**config.mk**
```make
export PLATFORM = sky130hd
export DESIGN_NAME = mem_stage_flat
export DESIGN_NICKNAME = d
export VERILOG_FILES = /design/src/rtl/mem_stage_pkg.sv /design/src/rtl/mem_stage_if.sv /design/src/rtl/mem_stage_load_align.sv /design/src/rtl/mem_stage.sv /design/src/flat_wrapper.sv
export SDC_FILE = /design/constraint.sdc
export NUM_CORES = 1
export LEC_CHECK = 0
export ABC_AREA = 1
export CAP_MARGIN = 30
export CORE_ASPECT_RATIO = 0.5
export CORE_MARGIN = 5
export CORE_UTILIZATION = 46
export CTS_CLUSTER_SIZE = 16
export DETAILED_ROUTE_END_ITERATION = 8
export PLACE_DENSITY = 0.86
export SLEW_MARGIN = 15
export SYNTH_ARGS = -nofsm -noshare
export SYNTH_HDL_FRONTEND = slang
export SYNTH_HIERARCHICAL = 1
export SYNTH_SLANG_ARGS = --single-unit
```
**constraint.sdc**
```tcl
create_clock -name clk -period 1.9 [get_ports clk]
set_clock_uncertainty 0.2 [all_clocks]
set_input_delay 0.285 -clock clk [delete_from_list [all_inputs] [get_ports clk]]
set_output_delay 0.285 -clock clk [all_outputs]
set_load 0.005 [all_outputs]
```
**src/rtl/mem_stage_pkg.sv**
```systemverilog
// Shared types and helpers for the memory stage and its neighbours.
package mem_stage_pkg;

  localparam int unsigned DATA_WIDTH     = 32;
  localparam int unsigned ADDR_WIDTH     = 32;
  localparam int unsigned REG_ADDR_WIDTH = 5;
  localparam int unsigned STRB_WIDTH     = DATA_WIDTH / 8;

  typedef enum logic [1:0] {
    MEM_BYTE = 2'b00,
    MEM_HALF = 2'b01,
    MEM_WORD = 2'b10,
    MEM_RSVD = 2'b11
  } mem_size_e;

  typedef enum logic {
    ST_IDLE   = 1'b0,
    ST_ACCESS = 1'b1
  } state_e;

  typedef struct packed {
    logic                      valid;
    logic                      reg_write;
    logic [REG_ADDR_WIDTH-1:0] rd;
    logic [DATA_WIDTH-1:0]     data;
    logic [ADDR_WIDTH-1:0]     pc;
  } wb_t;

  // Reserved size behaves as a word access.
  function automatic logic is_misaligned(mem_size_e size, logic [1:0] off);
    case (size)
      MEM_BYTE: return 1'b0;
      MEM_HALF: return off[0];
      default:  return off != 2'b00;
    endcase
  endfunction

  function automatic logic [STRB_WIDTH-1:0] store_strb(mem_size_e size, logic [1:0] off);
    case (size)
      MEM_BYTE: return 4'b0001 << off;
      MEM_HALF: return 4'b0011 << {off[1], 1'b0};
      default:  return 4'b1111;
    endcase
  endfunction

  // Replicate the store lane so any byte enable pattern picks the right bytes.
  function automatic logic [DATA_WIDTH-1:0] store_wdata(mem_size_e size, logic [DATA_WIDTH-1:0] d);
    case (size)
      MEM_BYTE: return {4{d[7:0]}};
      MEM_HALF: return {2{d[15:0]}};
      default:  return d;
    endcase
  endfunction

endpackage

```
**src/rtl/mem_stage_if.sv**
```systemverilog
// Execute-side, data-memory and writeback signals of the memory stage.
interface mem_stage_if;
  import mem_stage_pkg::*;

  logic                      flush;
  logic                      ex_valid;
  logic [ADDR_WIDTH-1:0]     pc;
  logic [DATA_WIDTH-1:0]     alu_out;
  logic [DATA_WIDTH-1:0]     store_data;
  logic                      reg_write_en;
  logic                      data_write_en;
  logic                      reg_select;
  logic [1:0]                mem_size;
  logic                      mem_unsigned;
  logic [REG_ADDR_WIDTH-1:0] rd;
  logic                      stall;
  logic                      dmem_req;
  logic                      dmem_we;
  logic [ADDR_WIDTH-1:0]     dmem_addr;
  logic [DATA_WIDTH-1:0]     dmem_wdata;
  logic [STRB_WIDTH-1:0]     dmem_wstrb;
  logic                      dmem_ack;
  logic [DATA_WIDTH-1:0]     dmem_rdata;
  logic                      wb_valid;
  logic                      wb_reg_write;
  logic [REG_ADDR_WIDTH-1:0] wb_rd;
  logic [DATA_WIDTH-1:0]     wb_data;
  logic [ADDR_WIDTH-1:0]     wb_pc;
  logic                      misaligned;

  modport master (
    output flush, ex_valid, pc, alu_out, store_data, reg_write_en, data_write_en,
           reg_select, mem_size, mem_unsigned, rd, dmem_ack, dmem_rdata,
    input  stall, dmem_req, dmem_we, dmem_addr, dmem_wdata, dmem_wstrb,
           wb_valid, wb_reg_write, wb_rd, wb_data, wb_pc, misaligned
  );

  modport slave (
    input  flush, ex_valid, pc, alu_out, store_data, reg_write_en, data_write_en,
           reg_select, mem_size, mem_unsigned, rd, dmem_ack, dmem_rdata,
    output stall, dmem_req, dmem_we, dmem_addr, dmem_wdata, dmem_wstrb,
           wb_valid, wb_reg_write, wb_rd, wb_data, wb_pc, misaligned
  );

endinterface

```
**src/rtl/mem_stage_load_align.sv**
```systemverilog
// Picks the addressed lane out of a read word and sign/zero extends it.
module mem_load_align import mem_stage_pkg::*; (
  input  logic [DATA_WIDTH-1:0] i_rdata,
  input  logic [1:0]            i_addr_lo,
  input  mem_size_e             i_size,
  input  logic                  i_unsigned,
  output logic [DATA_WIDTH-1:0] o_data_c
);

  logic [7:0]  w_byte;
  logic [15:0] w_half;

  // Lane select followed by extension.
  always_comb begin
    case (i_addr_lo)
      2'b00:   w_byte = i_rdata[7:0];
      2'b01:   w_byte = i_rdata[15:8];
      2'b10:   w_byte = i_rdata[23:16];
      default: w_byte = i_rdata[31:24];
    endcase
    w_half = i_addr_lo[1] ? i_rdata[31:16] : i_rdata[15:0];
    case (i_size)
      MEM_BYTE: o_data_c = i_unsigned ? {{(DATA_WIDTH-8){1'b0}}, w_byte}
                                      : {{(DATA_WIDTH-8){w_byte[7]}}, w_byte};
      MEM_HALF: o_data_c = i_unsigned ? {{(DATA_WIDTH-16){1'b0}}, w_half}
                                      : {{(DATA_WIDTH-16){w_half[15]}}, w_half};
      default:  o_data_c = i_rdata;
    endcase
  end

endmodule

```
**src/rtl/mem_stage.sv**
```systemverilog
// Memory stage: registers execute results, runs load/store bus accesses,
// and emits a one-cycle writeback bundle per retired instruction.
module mem_stage (
  input  logic        clk,
  input  logic        rst,
  mem_stage_if.slave  bus
);
  import mem_stage_pkg::*;

  state_e                    r_state, w_state;
  logic                      r_req, w_req;
  logic                      r_we, w_we;
  logic [ADDR_WIDTH-1:0]     r_addr, w_addr;
  logic [DATA_WIDTH-1:0]     r_wdata, w_wdata;
  logic [STRB_WIDTH-1:0]     r_wstrb, w_wstrb;
  logic                      r_reg_write, w_reg_write;
  logic [REG_ADDR_WIDTH-1:0] r_rd, w_rd;
  logic [ADDR_WIDTH-1:0]     r_pc, w_pc;
  logic                      r_is_load, w_is_load;
  mem_size_e                 r_size, w_size;
  logic                      r_unsigned, w_unsigned;
  logic [1:0]                r_off, w_off;
  logic                      r_flushed, w_flushed;
  wb_t                       r_wb, w_wb;
  logic                      r_misaligned, w_misaligned;
  mem_size_e                 w_size_in;
  logic [DATA_WIDTH-1:0]     w_load_c;

  mem_load_align u_load_align (
    .i_rdata    (bus.dmem_rdata),
    .i_addr_lo  (r_off),
    .i_size     (r_size),
    .i_unsigned (r_unsigned),
    .o_data_c   (w_load_c)
  );

  // Next-state and next-output logic.
  always_comb begin
    w_state      = r_state;
    w_req        = r_req;
    w_we         = r_we;
    w_addr       = r_addr;
    w_wdata      = r_wdata;
    w_wstrb      = r_wstrb;
    w_reg_write  = r_reg_write;
    w_rd         = r_rd;
    w_pc         = r_pc;
    w_is_load    = r_is_load;
    w_size       = r_size;
    w_unsigned   = r_unsigned;
    w_off        = r_off;
    w_flushed    = r_flushed;
    w_wb         = '0;
    w_misaligned = 1'b0;
    w_size_in    = mem_size_e'(bus.mem_size);

    case (r_state)
      ST_IDLE: begin
        if (bus.ex_valid && !bus.flush) begin
          // Stores and writes to x0 never update the register file.
          w_reg_write = bus.reg_write_en && !bus.data_write_en && (bus.rd != '0);
          w_rd        = bus.rd;
          w_pc        = bus.pc;
          w_is_load   = bus.reg_select && !bus.data_write_en;
          w_size      = w_size_in;
          w_unsigned  = bus.mem_unsigned;
          w_off       = bus.alu_out[1:0];
          w_flushed   = 1'b0;
          if (!(bus.reg_select || bus.data_write_en)) begin
            w_wb.valid     = 1'b1;
            w_wb.reg_write = w_reg_write;
            w_wb.rd        = bus.rd;
            w_wb.data      = bus.alu_out;
            w_wb.pc        = bus.pc;
          end else if (is_misaligned(w_size_in, bus.alu_out[1:0])) begin
            w_wb.valid   = 1'b1;
            w_wb.rd      = bus.rd;
            w_wb.pc      = bus.pc;
            w_misaligned = 1'b1;
          end else begin
            w_state = ST_ACCESS;
            w_req   = 1'b1;
            w_we    = bus.data_write_en;
            w_addr  = {bus.alu_out[ADDR_WIDTH-1:2], 2'b00};
            w_wdata = store_wdata(w_size_in, bus.store_data);
            w_wstrb = store_strb(w_size_in, bus.alu_out[1:0]);
          end
        end
      end
      ST_ACCESS: begin
        // The request stays up until ack; a flush only kills the writeback.
        if (bus.flush) w_flushed = 1'b1;
        if (bus.dmem_ack) begin
          w_state   = ST_IDLE;
          w_req     = 1'b0;
          w_we      = 1'b0;
          w_addr    = '0;
          w_wdata   = '0;
          w_wstrb   = '0;
          w_flushed = 1'b0;
          if (!(r_flushed || bus.flush)) begin
            w_wb.valid     = 1'b1;
            w_wb.reg_write = r_reg_write;
            w_wb.rd        = r_rd;
            w_wb.data      = r_is_load ? w_load_c : '0;
            w_wb.pc        = r_pc;
          end
        end
      end
    endcase
  end

  // State and output registers.
  always_ff @(posedge clk or negedge rst) begin
    if (!rst) begin
      r_state      <= ST_IDLE;
      r_req        <= 1'b0;
      r_we         <= 1'b0;
      r_addr       <= '0;
      r_wdata      <= '0;
      r_wstrb      <= '0;
      r_reg_write  <= 1'b0;
      r_rd         <= '0;
      r_pc         <= '0;
      r_is_load    <= 1'b0;
      r_size       <= MEM_BYTE;
      r_unsigned   <= 1'b0;
      r_off        <= 2'b00;
      r_flushed    <= 1'b0;
      r_wb         <= '0;
      r_misaligned <= 1'b0;
    end else begin
      r_state      <= w_state;
      r_req        <= w_req;
      r_we         <= w_we;
      r_addr       <= w_addr;
      r_wdata      <= w_wdata;
      r_wstrb      <= w_wstrb;
      r_reg_write  <= w_reg_write;
      r_rd         <= w_rd;
      r_pc         <= w_pc;
      r_is_load    <= w_is_load;
      r_size       <= w_size;
      r_unsigned   <= w_unsigned;
      r_off        <= w_off;
      r_flushed    <= w_flushed;
      r_wb         <= w_wb;
      r_misaligned <= w_misaligned;
    end
  end

  assign bus.stall        = (r_state == ST_ACCESS);
  assign bus.dmem_req     = r_req;
  assign bus.dmem_we      = r_we;
  assign bus.dmem_addr    = r_addr;
  assign bus.dmem_wdata   = r_wdata;
  assign bus.dmem_wstrb   = r_wstrb;
  assign bus.wb_valid     = r_wb.valid;
  assign bus.wb_reg_write = r_wb.reg_write;
  assign bus.wb_rd        = r_wb.rd;
  assign bus.wb_data      = r_wb.data;
  assign bus.wb_pc        = r_wb.pc;
  assign bus.misaligned   = r_misaligned;

endmodule

```
**src/flat_wrapper.sv**
```systemverilog
// flat-port wrapper written by rule: the top's interface ports become plain ports
module mem_stage_flat import mem_stage_pkg::*;
  (clk, rst, bus_flush, bus_ex_valid, bus_pc, bus_alu_out, bus_store_data, bus_reg_write_en, bus_data_write_en, bus_reg_select, bus_mem_size, bus_mem_unsigned, bus_rd, bus_dmem_ack, bus_dmem_rdata, bus_stall, bus_dmem_req, bus_dmem_we, bus_dmem_addr, bus_dmem_wdata, bus_dmem_wstrb, bus_wb_valid, bus_wb_reg_write, bus_wb_rd, bus_wb_data, bus_wb_pc, bus_misaligned);
  mem_stage_if bus_i ();
  input  logic clk;
  input  logic rst;
  input wire logic [$bits(bus_i.flush)-1:0] bus_flush;
  input wire logic [$bits(bus_i.ex_valid)-1:0] bus_ex_valid;
  input wire logic [$bits(bus_i.pc)-1:0] bus_pc;
  input wire logic [$bits(bus_i.alu_out)-1:0] bus_alu_out;
  input wire logic [$bits(bus_i.store_data)-1:0] bus_store_data;
  input wire logic [$bits(bus_i.reg_write_en)-1:0] bus_reg_write_en;
  input wire logic [$bits(bus_i.data_write_en)-1:0] bus_data_write_en;
  input wire logic [$bits(bus_i.reg_select)-1:0] bus_reg_select;
  input wire logic [$bits(bus_i.mem_size)-1:0] bus_mem_size;
  input wire logic [$bits(bus_i.mem_unsigned)-1:0] bus_mem_unsigned;
  input wire logic [$bits(bus_i.rd)-1:0] bus_rd;
  input wire logic [$bits(bus_i.dmem_ack)-1:0] bus_dmem_ack;
  input wire logic [$bits(bus_i.dmem_rdata)-1:0] bus_dmem_rdata;
  output wire logic [$bits(bus_i.stall)-1:0] bus_stall;
  output wire logic [$bits(bus_i.dmem_req)-1:0] bus_dmem_req;
  output wire logic [$bits(bus_i.dmem_we)-1:0] bus_dmem_we;
  output wire logic [$bits(bus_i.dmem_addr)-1:0] bus_dmem_addr;
  output wire logic [$bits(bus_i.dmem_wdata)-1:0] bus_dmem_wdata;
  output wire logic [$bits(bus_i.dmem_wstrb)-1:0] bus_dmem_wstrb;
  output wire logic [$bits(bus_i.wb_valid)-1:0] bus_wb_valid;
  output wire logic [$bits(bus_i.wb_reg_write)-1:0] bus_wb_reg_write;
  output wire logic [$bits(bus_i.wb_rd)-1:0] bus_wb_rd;
  output wire logic [$bits(bus_i.wb_data)-1:0] bus_wb_data;
  output wire logic [$bits(bus_i.wb_pc)-1:0] bus_wb_pc;
  output wire logic [$bits(bus_i.misaligned)-1:0] bus_misaligned;
  assign bus_i.flush = bus_flush;
  assign bus_i.ex_valid = bus_ex_valid;
  assign bus_i.pc = bus_pc;
  assign bus_i.alu_out = bus_alu_out;
  assign bus_i.store_data = bus_store_data;
  assign bus_i.reg_write_en = bus_reg_write_en;
  assign bus_i.data_write_en = bus_data_write_en;
  assign bus_i.reg_select = bus_reg_select;
  assign bus_i.mem_size = bus_mem_size;
  assign bus_i.mem_unsigned = bus_mem_unsigned;
  assign bus_i.rd = bus_rd;
  assign bus_i.dmem_ack = bus_dmem_ack;
  assign bus_i.dmem_rdata = bus_dmem_rdata;
  assign bus_stall = bus_i.stall;
  assign bus_dmem_req = bus_i.dmem_req;
  assign bus_dmem_we = bus_i.dmem_we;
  assign bus_dmem_addr = bus_i.dmem_addr;
  assign bus_dmem_wdata = bus_i.dmem_wdata;
  assign bus_dmem_wstrb = bus_i.dmem_wstrb;
  assign bus_wb_valid = bus_i.wb_valid;
  assign bus_wb_reg_write = bus_i.wb_reg_write;
  assign bus_wb_rd = bus_i.wb_rd;
  assign bus_wb_data = bus_i.wb_data;
  assign bus_wb_pc = bus_i.wb_pc;
  assign bus_misaligned = bus_i.misaligned;
  mem_stage u_core (.clk(clk), .rst(rst), .bus(bus_i));
endmodule
```
======== Yosys cells after proc, flatten, opt, wreduce, memory -nomap -nowiden ========
Index checks and enable logic that the tools add are counted.
storage, ports and cells
  latch bits .............................. 0
  register bits ........................... 188
  RAM bits ................................ 0
  memories kept ........................... 0
  bits of input ports ..................... 144
  ROM bits ................................ 0
cells by class
  multiply operators ...................... 0
  shift-type cells ........................ 2
  bitwise logic cells ..................... 1
  order comparisons ....................... 0
  equality and inequality tests ........... 9
  mux-type cells .......................... 59
  reductions and logical operators ........ 16
  div/mod/pow operators ................... 0
  $add $sub $neg .......................... 0
operator list
  operator             number
  $mux 32              13
  $pmux 32 s2          4
  $mux 71              3
  $pmux 71 s2          1
  $pmux 8 s3           1
  $mux 1               23
  $mux 16              1
  $mux 4               4
  $pmux 4 s2           2
  $mux 5               2
  $pmux 1 s2           5
  $eq 2x1->1 const B   3
  $logic_not 2->1      3
  $reduce_bool 5->1    1
  $logic_and 1x1->1    4
  $ne 2x1->1 const B   2
  $ne 2x2->1 const B   2
  $reduce_and 2->1     2
  $reduce_and 4->1     1
  $shl 1x2->4 const A  1
  $shl 2x2->4 const A  1
  $ne 3x3->1 const B   1
  $eq 2x2->1 const B   1
  $logic_not 1->1      2
  other kinds (3)      4

======== Longest topological paths before layout ========
Gate-level depths: netlist (run 1).
  depth after elaboration ................. 9
  gate-level depth with buffers ........... 10
  mapped depth without buffers ............ 8

======== By module ========
Netlist (run 1), hierarchy kept.
by module, submodules not included
  module          area an instance (µm²)  times used  cells each
  mem_stage       7648.6                  1           876
  mem_load_align  878.3                   1           157

======== Worst setup path after synthesis (run 1) ========
No wires, ideal clock.
  kind .................................... reg2reg
  from .................................... reg u_core.r_size[1]
  to ...................................... reg u_core.r_wb, in the netlist u_core/bus.wb_data[20]
  period minus slack after synthesis ...... 1.492 ns
  cell stages (with the launch flop) ...... 10
  data required time ...................... 1.634 ns
  library setup time ...................... 0.066 ns
  arrival time ............................ 1.226 ns
  slack ................................... 0.408 ns
  cell sequence ........................... dfrtp_1 > buf_6 > inv_2 > nand2_1 > inv_4 > nand4_4 > buf_6 > nand3_2 > nand3_1 > nand2_1
RTL lines
  item                    RTL line          text
  from (decl)             mem_stage.sv:20   mem_size_e r_size, w_size;
  from (signal assigned)  mem_stage.sv:143  r_size <= w_size;
  to (signal assigned)    mem_stage.sv:147  r_wb <= w_wb;
  to (decl)               mem_stage.sv:24   wb_t r_wb, w_wb;

======== Final worst setup path (run 1) ========
  from .................................... reg u_core.r_wdata[13], in the netlist u_core/bus.dmem_wdata[13]
  to ...................................... out bus_dmem_wdata[13]
RTL lines
  item                    RTL line            text
  from (decl)             mem_stage.sv:14     logic [DATA_WIDTH-1:0] r_wdata, w_wdata;
  from (signal assigned)  mem_stage.sv:137    r_wdata <= w_wdata;
  to (decl)               flat_wrapper.sv:24  output wire logic [$bits(bus_i.dmem_wdata)-1:0] bus_dmem_wdata;
No word-level cell between the ends.

==> results of run 1 <==
## stage by stage
stage	worst slack, ns	TNS (ns)
2_1_floorplan	0.408	0
3_3_place_gp	-0.100	-4.20
3_5_place_dp	-0.129	-9.99
4_1_cts	0.00904	0
5_1_grt	0.00702	0
6_report	0.0638	0
## worst paths after layout
check / to / slack (ns) / startpoint
max in group asynchronous: u_core/bus.wb_data[22] / 0.66 / rst
worst min register to register: u_core/r_rd[2] / 0.27 / u_core/r_rd[2]
min in group clk: u_core/r_pc[31] / 0.23 / bus_pc[31]
worst max register to register: u_core/bus.wb_data[6] / 0.13 / u_core/r_off[1]
worst min-delay path: u_core/bus.wb_pc[2] / 0.19 / rst
worst max-delay path: bus_dmem_wdata[13] / 0.06 / u_core/bus.dmem_wdata[13]
## placed cells by master, fill, tap and decap left out, types with 2 or more instances in the layout
cell type,instances
nand2_2,4
nor2_1,40
inv_1,30
a21oi_1,7
nor2_4,2
o21ai_0,30
clkdlybuf4s50_1,283
clkbuf_16,17
nand3_2,22
or2_2,2
dfrtp_1,185
clkbuf_8,3
inv_2,8
conb_1,2
buf_4,38
inv_6,3
buf_12,14
o211ai_1,7
clkinvlp_4,4
nand2_1,448
nand3_1,138
o21a_1,2
o21ai_1,27
nor2_2,3
## state kept, by name, summed over array words and instances (netlist names), 2 cells and up
register / count
u_core/r_off: 2
u_core/bus.wb_pc: 32
u_core/r_pc: 32
u_core/r_size: 2
u_core/bus.wb_data: 32
u_core/bus.dmem_wstrb: 4
u_core/r_rd: 5
u_core/bus.dmem_addr: 30
u_core/bus.dmem_wdata: 32
u_core/bus.wb_rd: 5
## cell type report
cell class,count,share of cell area
Clock inverter,11,0.00898
Tap cell,240,0.0242
Inverter,39,0.0120
Multi-Input combinational cell,741,0.267
Sequential cell,186,0.375
Clock buffer,20,0.0368
Timing Repair Buffer,337,0.276
## cells by family after synthesis
| kind of cell | Yosys count |
|---|---|
| AO/OA/AOI/OAI | 75 |
| buffers and inverters | 107 |
| flip-flops | 186 |
| other | 1 |
| AND/OR/NAND/NOR | 664 |
## per-layer routing
metal / vias to the layer above / global-route usage
met2: 348 / 0.427
met4: 0 / 0.0779
met3: 57 / 0.0570
met5: - / 0
met1: 3864 / 0.339
li1: 3861 / -
## power groups by stage
stage / Combinational [W] / Sequential, W / Clock, W
2_1_floorplan: 0.00114 / 0.00481 / 0
3_3_place_gp: 0.00262 / 0.00482 / 0
3_5_place_dp: 0.00269 / 0.00485 / 0
4_1_cts: 0.00271 / 0.00478 / 0.00351
5_1_grt: 0.00295 / 0.00484 / 0.00368
6_report: 0.00272 / 0.00478 / 0.00345
## worst reg2reg max path: stages (launching register included)
cell	delay (ns)
dfrtp_1	0.56
buf_4	0.25
nand2_1	0.07
inv_1	0.07
a21oi_1	0.04
o211ai_1	0.31
nand3_1	0.12
nand2_1	0.09
## timing repair
| action | CTS | global route |
|---|---|---|
| buffers inserted | 0 | 2 |
| endpoints found under the hold margin | 48 | 0 |
| hold buffers | 1 | 0 |
| gates resized for setup | 1 | 0 |
| setup endpoints to repair | 1 | 1 |
==> results_dict.tcl, run 1 <==
set metrics [dict create \
    die_h_um 106 \
    wire_per_inst_um 17.6 \
    finalNonFillerCells 1574 \
    core_mm2 0.0183 \
    cpPeakStageDelay_ns 0.58 \
    synth_ff_type "dfrtp_1" \
    synth_top_family_by_area "simple AND/OR/NAND/NOR gates" \
    clkSlewWorstSetupHoldPaths_ns 0.07 \
    syn_inst 1033 \
    period_minus_slack_ns 1.84 \
    synthArstFlopShare 1.00 \
    placementRows 35 \
    initial_core_util 0.466 \
    worstSetupPathType "flop to output pin" \
    placed_area_mm2 0.0118 \
    p_int_w 0.00777 \
    drc_errors 0 \
    reg2regPathDepth 7 \
    start_kind "flop" \
    clock.fmax_ghz 0.545 \
    ir_worst_vdd_mv 0.612 \
    ys_top_cells_by_area "dfrtp_1, nand2_1, nand3_1, nand3_2, nor2_1" \
    cp_num_buf_inv 1 \
    utilization 0.678 \
    place.gp.congestion 0.927 \
    wl_met1_mm 11.5 \
    drtPass1Iterations 5 \
    clock_sinks 186 \
    hpwl_mm 20.7 \
    status "completed" \
    cp.depth 1 \
    yosysTopAreaCell "dfrtp_1" \
    p_leak_nw 6.21 \
    hold_violations 0 \
    drive_gt1_frac 0.0982 \
    design_area_mm2 0.0124 \
    wl_mm 27.8 \
    routed-wl-met2_mm 13.6 \
    cts_buffers 17 \
    ys_ff_latch 186 \
    path_max_fanout 2 \
    powerDensity_mw_per_mm2 882 \
    synth_edf_count 0 \
    switching_share 0.290 \
    synthMuxAreaShare 0 \
    fin_crit_sh 0.966 \
    dieArea_mm2 0.0215 \
    synth_adder_area_share 0 \
    ys_warn_count 6 \
    ys_types 32 \
    fin_total_pwr_w 0.0109 \
    seq_power_share 0.437 \
    cp_top_family "buffers and inverters" \
    cp-end-kind "output pin" \
    met3_length_mm 1.85 \
    diodes 0 \
    antenna_found_initial 0 \
    fillers 1466 \
    grt_pass1_vias 8091 \
    synthXorXnorAreaFrac 0 \
    die_width_um 203 \
    maxCapViolCount 0 \
    slew_viol_final 0 \
    pwr-share-comb 0.248 \
    dp.cells 1540 \
    syn_area_mm2 0.00853 \
    synth_compound_gate_area_share 0.0481 \
    track_usage 0.256 \
    yosysSeqAreaShare 0.546 \
    highest_layer "met4" \
    cp.arrival_ns 1.35 \
    seqCellArea_mm2 0.00466 \
    multi_input_area_mm2 0.00331 \
    synth_top_area_frac 0.546 \
    grt_overflow 0 \
    num_vias 8130 \
    slowest_stage "clkdlybuf4s50_1" \
    cts_tree "done" \
    synth_most_common_cell "nand2_1" \
    cp.required_ns 1.41 \
    postRouteAntennaNets 0 \
    synth-simple-area-share 0.339 \
    holdWs_ns 0.192 \
    cts_root_buffer "clkbuf_16" \
    holdCritPathClass "primary input to async pin" \
    grt_max_degree 53 \
    crit_chain "clkdlybuf4s50_1" \
    io_pins 287 \
    netlist_top_cells_count "nand2_1, dfrtp_1, nand3_1" \
    fin_nets 1466 \
    area_growth_pct 45.5 \
    rsz0062_at_grt "false" \
    drtIter0Drc 614 \
    switching_power_w 0.00318 \
    grt_pass1_wl_mm 44.0 \
    vias_per_cell 5.17 \
    p_clk_frac 0.315 \
    port_buffers 284 \
    setup_violations 0 \
    avgSynthCellArea_um2 8.25 \
    cts_max_level 4 \
    clkLatencyLatePin_ns 0.41 \
    clockBufferDepth 2 \
]
Note: power is estimated with default switching activity, not from simulation.
==> inputs of run 2 (changes only) <==
CORE_MARGIN = 8   (was 5)
GPL_TIMING_DRIVEN = 0   (was unset)
==> results_dict.tcl, run 2 (synthesized netlist as in run 1, its figures left out) <==
set metrics [dict create \
    status "completed" \
    port_buffers 283 \
    clkLatencyLatePin_ns 0.43 \
    drive_gt1_frac 0.100 \
    grt_pass1_vias 8204 \
    track_usage 0.242 \
    drtPass1Iterations 5 \
    placementRows 35 \
    start_kind "flop" \
    hold_violations 0 \
    cp.arrival_ns 1.35 \
    core_mm2 0.0183 \
    maxCapViolCount 0 \
    cts_tree "done" \
    design_area_mm2 0.0124 \
    num_vias 8299 \
    grt_util_met2 0.406 \
    drtIter0Drc 677 \
    worstMarginPinSlew_ns 0.544 \
    holdCritPathClass "primary input to flop" \
    crit-reg2reg-launch "u_core/r_off[1]" \
    fillers 1490 \
    final_cell_mix "nand2_1, clkdlybuf4s50_1, dfrtp_1" \
    io_pins 287 \
    hold_start "bus_mem_size[1]" \
    cp_num_buf_inv 1 \
    clock_sinks 186 \
    clockBufferDepth 2 \
    period_minus_slack_ns 1.84 \
    use_met3 0.0470 \
    postRouteAntennaNets 0 \
    path_max_fanout 2 \
    wl_mm 29.0 \
    clock.fmax_ghz 0.545 \
    grt_max_degree 71 \
    fin_nets 1486 \
    grt.busiest_layer "met2" \
    cp-startpoint "u_core/bus.dmem_addr[2]" \
    fin_crit_sh 0.966 \
    die_width_um 209 \
    clkSlewWorstSetupHoldPaths_ns 0.08 \
    ir_worst_vdd_mv 0.696 \
    setup_violations 0 \
    cp-end-kind "output pin" \
    mostFrequentLayoutCell "nand2_1" \
    place.gp.congestion 0.942 \
    use_met1 0.304 \
    grt_pass1_wl_mm 45.3 \
    diodes 0 \
    worstSetupPathType "flop to output pin" \
    cp.required_ns 1.41 \
    die_h_um 112 \
    cp_top_family "buffers and inverters" \
    slowest_stage "clkdlybuf4s50_1" \
    drc_errors 0 \
    grt_overflow 0 \
    slew_viol_final 0 \
    cts_max_level 4 \
    crit_chain "clkdlybuf4s50_1" \
    cts_buffers 17 \
    cpPeakStageDelay_ns 0.57 \
    initial_core_util 0.467 \
    dieArea_mm2 0.0234 \
    rsz0062_at_grt "false" \
    antenna_found_initial 0 \
    max_slew_margin 0.635 \
    placed_area_mm2 0.0117 \
    vias_per_cell 5.20 \
    holdWs_ns 0.101 \
    powerDensity_mw_per_mm2 902 \
    cts_root_buffer "clkbuf_16" \
    hpwl_mm 22.5 \
    wire_per_inst_um 18.2 \
    p_leak_nw 6.25 \
    area_growth_pct 45.7 \
]
run 2: cell count changes in the layout (fill, tap and decap cells not counted), moves of 4 or more:
cell | before | now
buf_2 | 0 | 24
buf_4 | 38 | 11
buf_6 | 0 | 10
buf_12 | 14 | 3
inv_8 | 1 | 5
clkbuf_2 | 0 | 6
clkbuf_1 | 1 | 14
run 2: power by group:
part	switching, W	total (W)	internal, W
clock network	0.00180	0.00371	0.00192
registers	0.000290	0.00475	0.00446
logic	0.00135	0.00274	0.00139
total	0.00344	0.0112	0.00777
run 2: timing repair:
item,in CTS,in global routing
resized for setup,2,11
pin swaps,0,1
hold buffers,1,0
endpoints found under the setup margin,22,86
setup buffers,1,2
hold endpoints to repair,116,0
run 2: layout make-up:
class | count | area, µm² | share of cell area
buffer | 68 | 434 | 0.0350
tap | 240 | 300 | 0.0242
clock inverter | 15 | 194 | 0.0156
clock buffer | 17 | 425 | 0.0342
multi-input combinational | 741 | 3320 | 0.268
timing repair buffer | 289 | 2940 | 0.237
inverter | 39 | 149 | 0.0120
sequential | 186 | 4650 | 0.375
run 2: tightest hold or removal path: stages:
cell and delay (ns):
buf_4 0.15, nand2_1 0.08, o21ai_0 0.07, nand2_1 0.05, nand2_1 0.06
run 2: layer usage:
| metal | wire length, µm | share of wire |
|---|---|---|
| met1 | 12200 | 0.42 |
| met2 | 14100 | 0.49 |
| met3 | 1760 | 0.061 |
| met4 | 943 | 0.033 |
| met5 | 0 | 0 |
run 2: worst paths after layout:
path	to	slack (ns)	depth (start not counted)
setup / recovery	bus_dmem_addr[2]	0.06	1
hold / removal	u_core/bus.dmem_wdata[16]	0.10	5
setup reg to reg	u_core/bus.wb_data[6]	0.07	8
hold reg to reg	u_core/r_pc[28]	0.28	2
max in group asynchronous	u_core/bus.wb_valid	0.34	4
min in group asynchronous	u_core/bus.wb_pc[4]	0.14	2
run 2: through the flow:
step	cells	TNS, ns	setup WS [ns]	utilization	power (W)
2_1_floorplan	1034	0	0.408	-	0.00595
3_3_place_gp	1557	-1330.90	-6.91	0.639	0.00744
5_1_grt	1595	0	0.00460	0.680	0.0117
4_1_cts	1593	0	0.00528	0.677	0.0112
3_5_place_dp	1559	-53.24	-0.489	0.642	0.00753
6_report	1595	0	0.0645	0.680	0.0112
